### config.mk
export PLATFORM = sky130hd
export DESIGN_NAME = pipe_stage_reg_flat
export DESIGN_NICKNAME = d
export VERILOG_FILES = /design/src/rtl/pipe_pkg.sv /design/src/rtl/pipe_stage_reg_if.sv /design/src/rtl/pipe_slot.sv /design/src/rtl/pipe_stage_reg.sv /design/src/flat_wrapper.sv
export SDC_FILE = /design/constraint.sdc
export NUM_CORES = 1
export LEC_CHECK = 0
export BUFFER_PORTS_ARGS = -buffer_cell sky130_fd_sc_hd__buf_2
export CORE_MARGIN = 2
export CORE_UTILIZATION = 42
export CTS_BUF_LIST = sky130_fd_sc_hd__clkbuf_16
export CTS_CLUSTER_SIZE = 14
export DETAILED_ROUTE_END_ITERATION = 7
export PLACE_DENSITY_LB_ADDON = 0.15
export SYNTH_ARGS = -nofsm -noshare
export SYNTH_HDL_FRONTEND = slang
export SYNTH_SLANG_ARGS = --single-unit
### constraint.sdc
create_clock -name clk -period 1.9 [get_ports clk]
set_input_delay 0.19 -clock clk [delete_from_list [all_inputs] [get_ports clk]]
set_output_delay 0.19 -clock clk [all_outputs]
set_load 0.005 [all_outputs]
### src/rtl/pipe_pkg.sv
// Shared types and default widths for the pipeline stage register.
// PIPE_SKID_EN (when defined elsewhere) enables the second, skid entry.
package pipe_pkg;

    localparam int DATA_W_DEF = 64;
    localparam int CTRL_W_DEF = 16;

    typedef enum logic [1:0] {
        OCC_EMPTY = 2'd0,
        OCC_ONE   = 2'd1,
        OCC_TWO   = 2'd2
    } occ_state_e;

    function automatic logic [1:0] occ_count(input occ_state_e s);
        return 2'(s);
    endfunction

endpackage

### src/rtl/pipe_stage_reg_if.sv
// Handshake bundle around pipe_stage_reg (upstream, downstream, flush, occupancy).
// PIPE_SKID_EN changes only the stage behind it, not this bundle.
interface pipe_stage_reg_if
    import pipe_pkg::*;
#(
    parameter int DATA_W = DATA_W_DEF,
    parameter int CTRL_W = CTRL_W_DEF
);
    // A transfer happens on a side only in a cycle where its valid and ready are
    // both 1; a producer holds valid/ctrl/data steady until that cycle arrives.
    logic              in_valid;
    logic              in_ready;
    logic [CTRL_W-1:0] in_ctrl;
    logic [DATA_W-1:0] in_data;
    logic              flush;
    logic              out_valid;
    logic              out_ready;
    logic [CTRL_W-1:0] out_ctrl;
    logic [DATA_W-1:0] out_data;
    logic [1:0]        occ;
    occ_state_e        dbg_state;

    modport slave (
        input  in_valid, in_ctrl, in_data, flush, out_ready,
        output in_ready, out_valid, out_ctrl, out_data, occ, dbg_state
    );

    modport master (
        output in_valid, in_ctrl, in_data, flush, out_ready,
        input  in_ready, out_valid, out_ctrl, out_data, occ, dbg_state
    );

endinterface

### src/rtl/pipe_slot.sv
// One storage entry: valid, ctrl and data with load and clear.
// Clear wins over load; clear zeroes valid/ctrl but keeps data.
module pipe_slot #(
    parameter int DATA_W = 64,
    parameter int CTRL_W = 16
) (
    input  logic              clk,
    input  logic              rst,
    input  logic              load,
    input  logic              clear,
    input  logic [CTRL_W-1:0] ld_ctrl,
    input  logic [DATA_W-1:0] ld_data,
    output logic              valid,
    output logic [CTRL_W-1:0] ctrl,
    output logic [DATA_W-1:0] data
);
    logic              valid_q, valid_d;
    logic [CTRL_W-1:0] ctrl_q, ctrl_d;
    logic [DATA_W-1:0] data_q, data_d;

    always_comb begin
        valid_d = valid_q;
        ctrl_d  = ctrl_q;
        data_d  = data_q;
        if (clear) begin
            valid_d = 1'b0;
            ctrl_d  = '0;
        end else if (load) begin
            valid_d = 1'b1;
            ctrl_d  = ld_ctrl;
            data_d  = ld_data;
        end
    end

    always_ff @(posedge clk) begin
        if (rst) begin
            valid_q <= 1'b0;
            ctrl_q  <= '0;
            data_q  <= '0;
        end else begin
            valid_q <= valid_d;
            ctrl_q  <= ctrl_d;
            data_q  <= data_d;
        end
    end

    assign valid = valid_q;
    assign ctrl  = ctrl_q;
    assign data  = data_q;

endmodule

### src/rtl/pipe_stage_reg.sv
// Pipeline stage register with flush; bubbles carry zero ctrl.
// Define PIPE_SKID_EN for a two-entry stage with a registered in_ready.
module pipe_stage_reg
    import pipe_pkg::*;
#(
    parameter int DATA_W = DATA_W_DEF,
    parameter int CTRL_W = CTRL_W_DEF
) (
    input  logic             clk,
    input  logic             rst,
    pipe_stage_reg_if.slave  bus
);
    occ_state_e        state_q, state_d;
    logic              accept, drain, in_ready;
    logic              head_load, head_clear, head_valid;
    logic [CTRL_W-1:0] head_ctrl, head_ld_ctrl;
    logic [DATA_W-1:0] head_data, head_ld_data;

    assign drain  = head_valid & bus.out_ready;
    assign accept = bus.in_valid & in_ready;

`ifdef PIPE_SKID_EN
    logic              skid_load, skid_clear, skid_valid;
    logic [CTRL_W-1:0] skid_ctrl;
    logic [DATA_W-1:0] skid_data;
    logic              in_ready_q, in_ready_d;

    // in_ready looks only at the next occupancy, never at out_ready.
    assign in_ready_d = (state_d != OCC_TWO);

    always_ff @(posedge clk) begin
        if (rst) in_ready_q <= 1'b1;
        else     in_ready_q <= in_ready_d;
    end

    assign in_ready = in_ready_q & ~rst;
`else
    assign in_ready = ~rst & (~head_valid | bus.out_ready);
`endif

    always_ff @(posedge clk) begin
        if (rst) state_q <= OCC_EMPTY;
        else     state_q <= state_d;
    end

    always_comb begin
        state_d = state_q;
        case (state_q)
            OCC_EMPTY: if (accept) state_d = OCC_ONE;
            OCC_ONE: begin
                if (drain && !accept) state_d = OCC_EMPTY;
`ifdef PIPE_SKID_EN
                else if (accept && !drain) state_d = OCC_TWO;
`endif
            end
            OCC_TWO: if (drain) state_d = OCC_ONE;
            default: state_d = OCC_EMPTY;
        endcase
        if (bus.flush) state_d = OCC_EMPTY;
    end

    always_comb begin
        head_load    = 1'b0;
        head_clear   = bus.flush;
        head_ld_ctrl = bus.in_ctrl;
        head_ld_data = bus.in_data;
`ifdef PIPE_SKID_EN
        skid_load    = 1'b0;
        skid_clear   = bus.flush;
`endif
        case (state_q)
            OCC_EMPTY: head_load = accept;
            OCC_ONE: begin
                head_load = accept & drain;
                if (drain && !accept) head_clear = 1'b1;
`ifdef PIPE_SKID_EN
                skid_load = accept & ~drain;
`endif
            end
`ifdef PIPE_SKID_EN
            // Draining from TWO promotes the skid entry into the head.
            OCC_TWO: begin
                head_load    = drain;
                head_ld_ctrl = skid_ctrl;
                head_ld_data = skid_data;
                if (drain) skid_clear = 1'b1;
            end
`endif
            default: ;
        endcase
    end

    pipe_slot #(.DATA_W(DATA_W), .CTRL_W(CTRL_W)) u_head (
        .clk     (clk),
        .rst     (rst),
        .load    (head_load),
        .clear   (head_clear),
        .ld_ctrl (head_ld_ctrl),
        .ld_data (head_ld_data),
        .valid   (head_valid),
        .ctrl    (head_ctrl),
        .data    (head_data)
    );

`ifdef PIPE_SKID_EN
    pipe_slot #(.DATA_W(DATA_W), .CTRL_W(CTRL_W)) u_skid (
        .clk     (clk),
        .rst     (rst),
        .load    (skid_load),
        .clear   (skid_clear),
        .ld_ctrl (bus.in_ctrl),
        .ld_data (bus.in_data),
        .valid   (skid_valid),
        .ctrl    (skid_ctrl),
        .data    (skid_data)
    );

    logic unused_skid_valid;
    assign unused_skid_valid = skid_valid;
`endif

    assign bus.in_ready  = in_ready;
    assign bus.out_valid = head_valid;
    assign bus.out_ctrl  = head_ctrl;
    assign bus.out_data  = head_data;
    assign bus.occ       = occ_count(state_q);
    assign bus.dbg_state = state_q;

endmodule

### src/flat_wrapper.sv
// flat-port wrapper written by rule: the top's interface ports become plain ports
module pipe_stage_reg_flat import pipe_pkg::*;
#(
    parameter int DATA_W = DATA_W_DEF,
    parameter int CTRL_W = CTRL_W_DEF
)
  (clk, rst, bus_in_valid, bus_in_ctrl, bus_in_data, bus_flush, bus_out_ready, bus_in_ready, bus_out_valid, bus_out_ctrl, bus_out_data, bus_occ, bus_dbg_state);
  pipe_stage_reg_if #(.DATA_W(DATA_W), .CTRL_W(CTRL_W)) bus_i ();
  input  logic clk;
  input  logic rst;
  input wire logic [$bits(bus_i.in_valid)-1:0] bus_in_valid;
  input wire logic [$bits(bus_i.in_ctrl)-1:0] bus_in_ctrl;
  input wire logic [$bits(bus_i.in_data)-1:0] bus_in_data;
  input wire logic [$bits(bus_i.flush)-1:0] bus_flush;
  input wire logic [$bits(bus_i.out_ready)-1:0] bus_out_ready;
  output wire logic [$bits(bus_i.in_ready)-1:0] bus_in_ready;
  output wire logic [$bits(bus_i.out_valid)-1:0] bus_out_valid;
  output wire logic [$bits(bus_i.out_ctrl)-1:0] bus_out_ctrl;
  output wire logic [$bits(bus_i.out_data)-1:0] bus_out_data;
  output wire logic [$bits(bus_i.occ)-1:0] bus_occ;
  output wire logic [$bits(bus_i.dbg_state)-1:0] bus_dbg_state;
  assign bus_i.in_valid = bus_in_valid;
  assign bus_i.in_ctrl = bus_in_ctrl;
  assign bus_i.in_data = bus_in_data;
  assign bus_i.flush = bus_flush;
  assign bus_i.out_ready = bus_out_ready;
  assign bus_in_ready = bus_i.in_ready;
  assign bus_out_valid = bus_i.out_valid;
  assign bus_out_ctrl = bus_i.out_ctrl;
  assign bus_out_data = bus_i.out_data;
  assign bus_occ = bus_i.occ;
  assign bus_dbg_state = bus_i.dbg_state;
  pipe_stage_reg #(.DATA_W(DATA_W), .CTRL_W(CTRL_W)) u_core (.clk(clk), .rst(rst), .bus(bus_i));
endmodule
==> results by stage <==
Outcome:
- The flow ran to the end, and the final reports show no timing, DRC or antenna violations.

Critical path:
- The kind of end point of the critical path is a flop.
- The worst setup path is of the reg2reg kind.
- The kind of cell adding the most delay to the critical path is simple AND/OR/NAND/NOR gates.
- The path depth of the worst reg2reg path is 4.
- The critical path crosses 4 cells after its start point.
- The buffering stage count on the worst path with inverters included is 1.
- Traced cell by cell, the critical path runs through nor2b_4 -> or4_4 -> buf_12 -> mux2_1.
- STA puts the critical path data arrival time at approximately 1900 ps.
- For this run, the slowest stage of the critical path takes roughly 550 ps.
- The slowest stage of the critical path is the or4_4 cell.
- The required time at the endpoint of the critical path is ~2100 ps.
- The largest fanout of any net on the critical path is 33.
- The sort of element at the start of the critical path is a flop.

GRT:
- The global routing usage on met2 is about a quarter.
- For this run the aggregate overflow at the end of global routing stands at 0.
- The total track usage is between 15 and 20%.
- The number of global-route vias before repair was 2677.
- The met1 layer usage reported by global route is roughly 23%.
- The number of antenna violations at the first check in global routing is 0.
- Entering global routing, the biggest net connects between 60 and 70 pins.
- The first global-routing pass estimated about 13 mm of wire.
- The layer with the highest usage is met2.
- In the global route stage, met3 resource usage came out at approximately 4.3%.

Synthesis:
- The adder and majority gate portion of the synthesized area is 0%.
- The dominant combinational cell family by area after synthesis is multiplexers.
- The synthesized area per cell is 11.9 sq um.
- The largest area contributor in the netlist is dfxtp_1.
- In this run the cell area of the synthesized design comes to 3630 sq um.
- The Yosys step of the flow raised 0 warnings.
- The proportion of synthesized flip-flops having asynchronous set or reset is 0%.
- The count of flip-flops with a built-in enable after synthesis is 0.
- Summing the areas of all compound-gate instances in the mapped netlist gives 5.93% of the synthesized area.
- By count the netlist is led by 82 x dfxtp_1, 66 x nor2b_1, 60 x mux2_4.
- Counting distinct cell types in the post-synthesis netlist gives 21.
- Synthesis produced 306 cells.
- After Yosys synthesis, XOR and XNOR cells account for 0% of the synthesized area.
- Summing the areas of all and, or, nand and nor instances in the mapped netlist gives between 10% and 20% of the synthesized area.
- The most instantiated flip-flop cell in the synthesis netlist is dfxtp_1.
- Multiplexer cells account for a little over a quarter of the synthesized area.
- The most used standard cell by instance count after synthesis is dfxtp_1.
- Yosys attributes the largest share of cell area to dfxtp_1 45%, mux2_4 25%, nor2b_1 11%, buf_12 3.3%, o31ai_1 3.3%.
- The top cell type's share of synthesized area is a little under half.
- The count of state elements after synthesis is 82.
- Sequential elements use between 40% and 50% of the synthesized area.

Timing:
- The worst path needs roughly 1700 ps of the cycle, external delays included.
- The final count of negative-setup-slack endpoints is 0.
- The part of the cycle the worst path needs is a little under 90%.
- Clock skew on the completed layout was measured at ~4.9 ps.
- The achievable frequency is roughly 600 MHz.
- Setup repair after global routing left no endpoint under its margin.
- The worst slew slack as a fraction of its limit is a little over half.
- The final number of max-transition violations is 0.
- The final-report hold violation count is 0.
- For the pin with the worst max-slew slack, the measured transition is between 700 and 800 ps.
- For the final routed database, the setup TNS stands at 0 ps.
- The post-route worst hold slack is between 60 and 70 ps.

Final layout:
- Relative to the synthesized area, the layout overhead comes to 31.8%.
- Of the cells placed in the final design, the portion with a size suffix greater than 1 is between 50% and 60%.
- In the final design database the tool counted around 550 nets.
- The count of inserted antenna diode cells is 0.

Floorplanning:
- The overall die height is between 90 and 100 microns.
- In this run the count of I/O pins placed on the die edge is roughly 170.
- The floorplan step defined a core boundary enclosing between 8000 and 9000 sq um.
- The floorplan has 33 rows.
- Once the floorplan was initialized, standard cells occupied a little over two fifths of the core.
- The die extent in x is between 90 and 100 microns.
- The die covers 9410 sq um.

CTS:
- The clock passes through at most 2 buffers.
- In this run, post-CTS repair resized a total of 0 instances.
- After clock tree synthesis, the clock-pin slew on the worst setup and hold paths is ~60 ps.
- The tree is rooted in a clkbuf_16.
- The tree built by TritonCTS fans out to 82 sinks.
- Clock latency on the worst-skew pair, taken at its later pin, is ~330 ps.
- The CTS tree is done.
- In this run the post-CTS setup repair buffer count came out at 0.
- The clock tree synthesis step divided the H-tree into 3 levels.
- TritonCTS created 9 clock buffers.
- The hold buffer count at CTS is 0.

Detailed routing:
- The routed layout has 2754 vias.
- The detailed-route wire length is 8.20 mm.
- For this run, design rule violations remaining after detail routing come to 0.
- In this run, the number of DRC markers left after iteration 0 of detailed routing was 60.
- Dividing the detail-routed wire length by the instance count gives approximately 14 microns.
- Dividing the detail-routed via count by the number of cells gives 4.78.
- The first detailed-routing pass ran for 4 iterations.
- Once detail routing completed, the nets flagged for antenna violations numbered 0.

Power and ir drop:
- The static leakage power is approximately 2.5 nW.
- The cell area power density is roughly 860 nW/um^2.
- The peak supply drop is roughly 0.43 mV.

Worst hold path:
- The worst hold path was traced through 2 stages.
- The type of the worst min-delay path is in2reg.

Place:
- The HPWL after detailed placement is between 5 and 6 mm.
- Routability-driven placement finished with a final weighted congestion of ~0.77.
- The count of buffers inserted at the top-level ports is 168.

Flow run:
- Across the run, the number of max-cap violations was 0.
placed cells by master, fill, tap and decap left out, types with 2 or more instances in the layout:
master        n
mux2_1        4
a21oi_1      18
dfxtp_1      82
nand2b_1      3
buf_12        2
clkbuf_16     9
buf_4         9
bufinv_16     2
buf_2       168
conb_1        2
inv_1         2
mux2_4       60
clkinvlp_4    2
nor2b_1      66
o31ai_1      16
nor2_1        4
nand4_1      16
where the power goes:
group          internal (mW)  switching [mW]
sequential              1.80          0.0360
clock                   1.14           0.666
combinational          0.285           0.196
metal layers:
layer / routed length (microns) / vias up
met4: 97 / 0
met3: 613 / 9
met5: 0 / -
met2: 3720 / 121
met1: 3770 / 1258
li1: - / 1366
cell type report:
cell class / count / area [sq um]
well taps: 105 / 131
inverters: 1 / 3.75
fillers: 732 / 3510
multi-input cells: 194 / 1750
clock buffers: 9 / 225
flip-flops and latches: 82 / 1640
clock inverters: 6 / 83.8
repair buffers: 179 / 948
registers in the layout, summed over array words and instances, names as in the netlist:
name,flops
u_core.u_head.data,64
u_core.bus.dbg_state,1
u_core.u_head.valid,1
u_core.u_head.ctrl,16
kinds of logic (layout without fill, tap and decap cells):
group,count (synthesis),after routing
AOI/OAI and AO/OA,35,35
buffers and inverters,31,195
DFF,82,82
and+or+nand+nor,93,93
other,1,2
muxes,64,64
per-stage QoR:
stage / std cells / utilization [%] / power (mW) / cell area, sq um / setup WS (ps)
floorplan: 307 / - / 2.16 / 3630 / 76.0
global placement: 561 / 53.9 / 2.35 / 4480 / 257
detailed placement: 561 / 53.9 / 2.36 / 4480 / 237
CTS: 576 / 57.7 / 4.17 / 4790 / 232
global route: 576 / 57.7 / 4.29 / 4790 / 190
finish: 576 / 57.7 / 4.12 / 4790 / 232
final timing paths:
path | slack (ps) | end | startpoint
max | 230 | u_core.u_head.data[56] | u_core.u_head.valid
min | 70 | u_core.u_head.data[63] | bus_in_data[63]
max reg2reg | 230 | u_core.u_head.data[56] | u_core.u_head.valid
min reg2reg | 470 | u_core.u_head.ctrl[11] | u_core.u_head.ctrl[11]
(Power assumes the default switching activity.)
